===== src/rtl/mc_control_fsm.sv =====
// Multi-cycle RV32I control sequencer.
// Steps the shared datapath through IF/ID/EX/MEM/WB.
module mc_control_fsm #(
  parameter int ADDR_W = 32
) (
  input  logic              clk,
  input  logic              reset_n,
  input  logic [6:0]        opcode,
  input  logic              bcond,
  input  logic              mem_ready,
  input  logic              ecall_halt,
  output logic              alu_src_a,
  output logic [1:0]        alu_src_b,
  output logic [1:0]        alu_ctrl_sel,
  output logic              i_or_d,
  output logic              mem_read,
  output logic              mem_write,
  output logic              ir_write,
  output logic              reg_write,
  output logic              pc_write,
  output logic              wb_sel,
  output logic              pc_source,
  output logic              halted,
  output logic [2:0]        state,
  output logic [ADDR_W-1:0] retired_count
);

  localparam logic [6:0] OP_ARITH     = 7'b0110011;
  localparam logic [6:0] OP_ARITH_IMM = 7'b0010011;
  localparam logic [6:0] OP_LOAD      = 7'b0000011;
  localparam logic [6:0] OP_STORE     = 7'b0100011;
  localparam logic [6:0] OP_BRANCH    = 7'b1100011;
  localparam logic [6:0] OP_JAL       = 7'b1101111;
  localparam logic [6:0] OP_JALR      = 7'b1100111;
  localparam logic [6:0] OP_ECALL     = 7'b1110011;

  localparam logic [1:0] B_RS2  = 2'd0;
  localparam logic [1:0] B_IMM  = 2'd1;
  localparam logic [1:0] B_FOUR = 2'd2;

  localparam logic [1:0] SEL_ADD = 2'd0;
  localparam logic [1:0] SEL_FN  = 2'd1;
  localparam logic [1:0] SEL_BR  = 2'd2;

  typedef enum logic [2:0] {
    S_IF   = 3'd0,
    S_ID   = 3'd1,
    S_EX   = 3'd2,
    S_MEM  = 3'd3,
    S_WB   = 3'd4,
    S_BR   = 3'd5,
    S_HALT = 3'd6
  } state_t;

  state_t cur_q;
  state_t nxt;

  logic is_arith;
  logic is_arith_imm;
  logic is_load;
  logic is_store;
  logic is_branch;
  logic is_jal;
  logic is_jalr;
  logic is_ecall;
  logic is_known;
  logic retire;

  assign is_arith     = (opcode == OP_ARITH);
  assign is_arith_imm = (opcode == OP_ARITH_IMM);
  assign is_load      = (opcode == OP_LOAD);
  assign is_store     = (opcode == OP_STORE);
  assign is_branch    = (opcode == OP_BRANCH);
  assign is_jal       = (opcode == OP_JAL);
  assign is_jalr      = (opcode == OP_JALR);
  assign is_ecall     = (opcode == OP_ECALL);

  assign is_known = is_arith | is_arith_imm
                  | is_load | is_store
                  | is_branch | is_jal
                  | is_jalr | is_ecall;

  assign state  = cur_q;
  assign retire = (nxt == S_IF) && (cur_q != S_IF);

  always_ff @(posedge clk or negedge reset_n) begin
    if (!reset_n) begin
      cur_q         <= S_IF;
      retired_count <= '0;
    end else begin
      cur_q <= nxt;
      if (retire)
        retired_count <= retired_count + ADDR_W'(1);
    end
  end

  always_comb begin
    nxt          = cur_q;
    alu_src_a    = 1'b0;
    alu_src_b    = B_RS2;
    alu_ctrl_sel = SEL_ADD;
    i_or_d       = 1'b0;
    mem_read     = 1'b0;
    mem_write    = 1'b0;
    ir_write     = 1'b0;
    reg_write    = 1'b0;
    pc_write     = 1'b0;
    wb_sel       = 1'b0;
    pc_source    = 1'b0;
    halted       = 1'b0;

    unique case (cur_q)
      S_IF: begin
        mem_read = 1'b1;
        ir_write = mem_ready;
        if (mem_ready)
          nxt = S_ID;
      end

      S_ID: begin
        alu_src_b = B_FOUR;
        if (is_ecall)
          nxt = ecall_halt ? S_HALT : S_WB;
        else if (!is_known)
          nxt = S_HALT;
        else
          nxt = S_EX;
      end

      S_EX: begin
        unique case (1'b1)
          is_arith: begin
            alu_src_a    = 1'b1;
            alu_ctrl_sel = SEL_FN;
            nxt          = S_WB;
          end
          is_arith_imm: begin
            alu_src_a    = 1'b1;
            alu_src_b    = B_IMM;
            alu_ctrl_sel = SEL_FN;
            nxt          = S_WB;
          end
          is_load, is_store: begin
            alu_src_a = 1'b1;
            alu_src_b = B_IMM;
            nxt       = S_MEM;
          end
          is_branch: begin
            alu_src_a    = 1'b1;
            alu_ctrl_sel = SEL_BR;
            if (bcond) begin
              nxt = S_BR;
            end else begin
              pc_write  = 1'b1;
              pc_source = 1'b1;
              nxt       = S_IF;
            end
          end
          is_jal, is_jalr: begin
            alu_src_a = is_jalr;
            alu_src_b = B_IMM;
            reg_write = 1'b1;
            pc_write  = 1'b1;
            nxt       = S_IF;
          end
          default: nxt = S_HALT;
        endcase
      end

      S_BR: begin
        alu_src_b = B_IMM;
        pc_write  = 1'b1;
        nxt       = S_IF;
      end

      // Operands held so ALUOut keeps the address across stalls
      S_MEM: begin
        i_or_d    = 1'b1;
        alu_src_a = 1'b1;
        alu_src_b = B_IMM;
        mem_read  = is_load;
        mem_write = is_store;
        if (mem_ready)
          nxt = S_WB;
      end

      S_WB: begin
        alu_src_b = B_FOUR;
        pc_write  = 1'b1;
        reg_write = is_arith | is_arith_imm | is_load;
        wb_sel    = is_load;
        nxt       = S_IF;
      end

      S_HALT: begin
        halted = 1'b1;
      end

      default: nxt = S_IF;
    endcase
  end

endmodule


===== config.mk =====
export PLATFORM = sky130hd
export DESIGN_NAME = mc_control_fsm
export DESIGN_NICKNAME = d
export VERILOG_FILES = /design/src/rtl/mc_control_fsm.sv
export SDC_FILE = /design/constraint.sdc
export NUM_CORES = 1
export LEC_CHECK = 0
export CAP_MARGIN = 25
export CORE_AREA = 8 8 83 85
export CTS_CLUSTER_DIAMETER = 150
export DETAILED_ROUTE_END_ITERATION = 6
export DIE_AREA = 0 0 91 93
export DONT_BUFFER_PORTS = 1
export PLACE_DENSITY = 0.59
export SETUP_SLACK_MARGIN = 0.1
export SYNTH_ARGS = -nofsm -noshare
export SYNTH_HDL_FRONTEND = slang
export SYNTH_SLANG_ARGS = --single-unit

===== constraint.sdc =====
create_clock -name clk -period 1.9 [get_ports clk]
set_clock_uncertainty 0.15 [all_clocks]
set_input_delay 0.38 -clock clk [delete_from_list [all_inputs] [get_ports clk]]
set_output_delay 0.38 -clock clk [all_outputs]
set_load 0.005 [all_outputs]

After elaboration in Yosys (flattened, before gate mapping)
Index checks and enable logic that the tools add are counted.

Input bits: 12. Register bits after elaboration: 35. Output and inout port bits: 49.

Equal/unequal tests: 14. Reductions and logical operators: 12. Bitwise logic cells: 7. $add $sub $neg: 1. Multiplexer cells: 27.

Operator list (count): adder 32 x 1 -> 32 bit (second input constant) (1); equality test 7 bit (second input constant) (4); two-way mux 3 bit (5); case mux 3 bit (5 select lines) (1); equality test 7 x 6 -> 1 bit (second input constant) (2); case mux 1 bit (2 select lines) (6); case mux 3 bit (4 select lines) (1); OR reduction 2 bit (6); two-way mux 1 bit (10); OR reduction 5 bit (2); equality test 3 bit (second input constant) (3); equality test 7 x 2 -> 1 bit (second input constant) (1); equality test 7 x 5 -> 1 bit (second input constant) (1); bitwise OR 1 bit (7); equality test 3 x 2 -> 1 bit (second input constant) (2); logical NOT 3 bit (2); case mux 2 bit (3 select lines) (1); two-way mux 2 bit (2); case mux 2 bit (2 select lines) (1); equality test 3 x 1 -> 1 bit (second input constant) (1); nonzero test 3 bit (1); logical AND 1 bit (1).

Depth between registers and ports, before layout
Word-level depth: 13. Depth in mapped cells: 9. Mapped depth without buffers: 7.

Least setup slack after synthesis
OpenSTA, ideal clock, no wires.

Path type: input -> register. Start: input opcode[2]. End: register retired_count[1]. Buffers on the path: 1. Data required time: 1.625 ns. Stages: 7. Path slack: -0.148 ns. Data arrival time: 1.773 ns. Path through: nand4bb_2 -> a21o_2 -> a32oi_1 -> and4_1 -> buf_6 -> nand2_2 -> mux2_4.

Longest elaborated chain between the ends: 13.

RTL lines: start: declaration (line 8) `input logic [6:0] opcode,`; equality test 7 x 6 -> 1 bit / equality test 7 x 5 -> 1 bit (equally long branches) (line 69, 70); bitwise OR 1 bit (line 78) `assign is_known = is_arith | is_arith_imm`; bitwise OR 1 bit (2 in a row) (line 79) `| is_load | is_store`; bitwise OR 1 bit (2 in a row) (line 80) `| is_branch | is_jal`; bitwise OR 1 bit (2 in a row) (line 81) `| is_jalr | is_ecall;`; two-way mux 3 bit (line 124) `else if (!is_known)`; two-way mux 3 bit (line 122) `if (is_ecall)`; case mux 3 bit (5 select lines) (*) (line 112) `unique case (cur_q)`; logical NOT 3 bit (*) (line 84) `assign retire = (nxt == S_IF) && (cur_q != S_IF);`; logical AND 1 bit (*) (line 84); end signal: assignment (line 93) `retired_count <= retired_count + ADDR_W'(1);`; end: declaration (line 25) `output logic [ADDR_W-1:0] retired_count`.

Every way passes the cells marked *; elsewhere a longest branch is shown, timed or not. A chain may end at the register's enable or synchronous reset.

Worst setup path after layout
Start: register cur_q[1], in the netlist state[1]. End: output pc_write.

Longest elaborated chain between the ends: 3.

RTL lines: start: declaration (line 55) `state_t cur_q;`; start signal: assignment (line 91) `cur_q <= nxt;`; equality test 3 bit (line 112); OR reduction 2 bit (no source line); case mux 1 bit (2 select lines) (*) (line 112); end: declaration (line 20) `output logic pc_write,`.

Marks and branches as above.

==> summary.md <==
| Metric | Value |
|---|---|
| Vias in the first global route | `between 1500 and 2000` |
| Initial antenna violation count | `0` |
| Critical path arrival | `around 1500 ps` |
| Total grt overflow | `0` |
| VDD IR-drop max | `~670 uV` |
| Clock Latency Late Sink | `a little under 300 ps` |
| Top delay family on crit path | `simple AND/OR/NAND/NOR gates` |
| Clock transition at path regs | `around 70 ps` |
| Main area contributors after synthesis | `dfrtp_1, xnor2_1, nand4_1, and3_1, nand3_1` |
| Largest net degree at the start of global routing | `36` |
| Highest routed layer | `met4` |
| Critical path buffer and inverter count | `2` |
| EDFF count, synth | `0` |
| Drt pass-1 iters | `4` |
| Initial Utilization | `0.371` |
| Die width | `between 90 and 100 um` |
| Setup crit end kind | `output pin` |
| Max Clock Freq | `approximately 500 MHz` |
| Row Count | `28` |
| Max Root-Sink Buffers | `2` |
| Max Cap Viol | `0` |
| Most common cell in the netlist | `dfrtp_1` |
| Outcome | `finished with violations` |
| Fill count | `between 400 and 500` |
| Number of DRC markers in iteration 0 | `63` |
| Slew Viols, Final | `0` |
| Finish-stage setup viols | `40` |
| Final Util | `0.567` |
| Nets | `300` |
| CTS Sinks | `35` |
| RSZ-0062 raised after global routing | `yes` |
| Die area | `8460 um2` |
| Antenna cells | `0` |
| Synth area leader | `dfrtp_1` |
| Async set-reset flop share out of synthesis | `1.00` |
| Worst-path cell chain | `inv_2 > buf_6 > nor3_4 > nand4_1 > nor2_2 > a211o_1` |
| Register area share after synthesis | `0.416` |
| Class of the worst hold path | `input pin to register` |
| Setup TNS | `-3380 ps` |
| Power density over cell area | `~1300 nW/um2` |
| Dominant synthesized flop cell | `dfrtp_1` |
| Chip Height | `slightly above 90 um` |
| Share of cells above drive strength 1 | `0.446` |
| Met2 wire len | `between 3 and 4 mm` |
| HPWL after DPL | `4.29 mm` |
| Crit-path max cell delay | `roughly 390 ps` |
| Drt total wl | `6.28 mm` |
| CTS tree | `done` |
| Ports | `61` |
| Worst-path maximum fanout | `6` |
| Met1 Wirelength | `around 2.6 mm` |
| Total GRT Usage | `0.145` |
| Ys Warns | `0` |
| Mapped Nets | `between 200 and 250` |
| Period Utilization, post-route | `1.08` |
| Register bit total from synthesis | `35` |
| DR vias | `1998` |
| Buffers on Ports | `0` |
| Routed Antenna Nets | `0` |
| Core Region | `~5700 um2` |
| Inst Count DP | `approximately 340` |
| Post-Syn Area | `2100 um2` |
| Worst Setup Path Type | `register to output pin` |
| LEAKAGE | `about 1.4 nW` |
| Routability cong. | `approximately 0.86` |
| Avg Vias per Cell | `about 5.5` |
| Non-filler cells, final | `362` |
| Cell Area, Placed | `approximately 2600 um2` |
| Cell variety after synth | `44` |
| Met3 Wirelength | `around 370 um` |
| Failing checks | `setup timing` |
| Clk root buf | `clkbuf_8` |
| Layout overhead on the synthesized area | `52.9%` |
| Final period demand of the worst path | `2060 ps` |
| Residual DRC | `0` |
| Global-route wire length before repair | `9.98 mm` |
| WL per Instance | `roughly 17 um` |
| Final Hold Viols | `0` |
| Worst slew pin tran | `~440 ps` |
| Rel. slew slack | `0.709` |
| Setup ws final | `-158 ps` |
| Critical Path Start Type | `register` |
| Syn_area_per_cell | `approximately 9.6 um2` |
| Synth top area share | `0.416` |
| CTS Buf Count | `5` |
| Post-synth top cells | `dfrtp_1, xnor2_1, nand4_1, and3_1, nor2_1` |
| Total Power | `around 4.3 mW` |
| CTS H-Tree Depth | `2` |
| Worst EP required | `approximately 1400 ps` |
| Final Cell Area | `around 3200 um2` |
| Slowest stage cell, crit path | `dfrtp_2` |
| Mapped Cells | `between 200 and 250` |
layout make-up:
cell class | count | area [um2] | area share
Sequential cell | 35 | 880 | 0.273
Clock buffer | 6 | 72.6 | 0.0226
Timing Repair Buffer | 74 | 722 | 0.224
Tap cell | 75 | 93.8 | 0.0292
Clock inverter | 1 | 30.0 | 0.00933
Multi-Input combinational cell | 166 | 1400 | 0.435
Inverter | 5 | 18.8 | 0.00583
flip-flops by register name (all words and copies together), names as in the netlist:
signal	count
state	3
retired_count	32
final timing paths:
kind / from / end / slack (ps) / cells past startpoint
setup reg to reg: state[2] / retired_count[30] / -150 / 7
setup / recovery: state[1] / pc_write / -160 / 6
hold / removal: ecall_halt / state[1] / 100 / 2
max in group asynchronous: reset_n / state[1] / 1000 / 2
min in group asynchronous: reset_n / retired_count[31] / 400 / 2
hold reg to reg: retired_count[26] / retired_count[26] / 360 / 1
timing repair:
action                                 4_1_cts  5_1_grt
pin swaps                                   13       30
buffers inserted                             6        3
gates resized for setup                     30       42
setup endpoints to repair                   46       46
endpoints found under the hold margin       35        0
gates cloned                                 4        0
hold buffers                                 2        0
layer usage:
metal	global-route usage	vias to the layer above
met1	0.170	995
met4	0.0628	0
li1	-	932
met3	0.0465	15
met2	0.239	56
met5	0	-
cells in the final DEF, fill, tap and decap left out, types with 2 or more instances in the layout:
cell type	count
and3_1	18
buf_8	2
inv_2	3
clkbuf_8	5
a21oi_1	4
and2_1	8
buf_6	13
nand2_1	10
o21ai_2	2
dfrtp_2	3
inv_1	2
and4_1	4
a21oi_2	3
nor3_4	2
nor2_1	8
xnor2_1	27
buf_12	5
nand2b_1	3
nand3_2	3
o31ai_2	2
nor2_4	3
a211o_1	2
buf_16	2
nand3_4	7
buf_4	50
nand3_1	2
dfrtp_1	32
xnor2_2	4
nor2_2	2
nand4_1	23
stage by stage:
stage	hold slack (ps)	setup slack, ps
after floorplan	-65.6	-111
after global placement	-64.5	-256
after detailed placement	-64.2	-298
after CTS	90.2	-152
after global routing	110	-247
final	98.6	-158
where the power goes:
part	total [mW]	switching (mW)	internal, mW
Sequential	0.934	0.100	0.834
Combinational	2.68	1.21	1.46
Clock	0.655	0.271	0.385
logic make-up after synthesis:
kind of cell	synth area share
AO/OA/AOI/OAI	0.0904
multiplexers	0.00714
AND/OR/NAND/NOR	0.302
buffers and inverters	0.0488
flip-flops	0.416
adder cells (fa/ha/maj)	0.00595
XOR/XNOR	0.129
(Power assumes the default switching activity.)
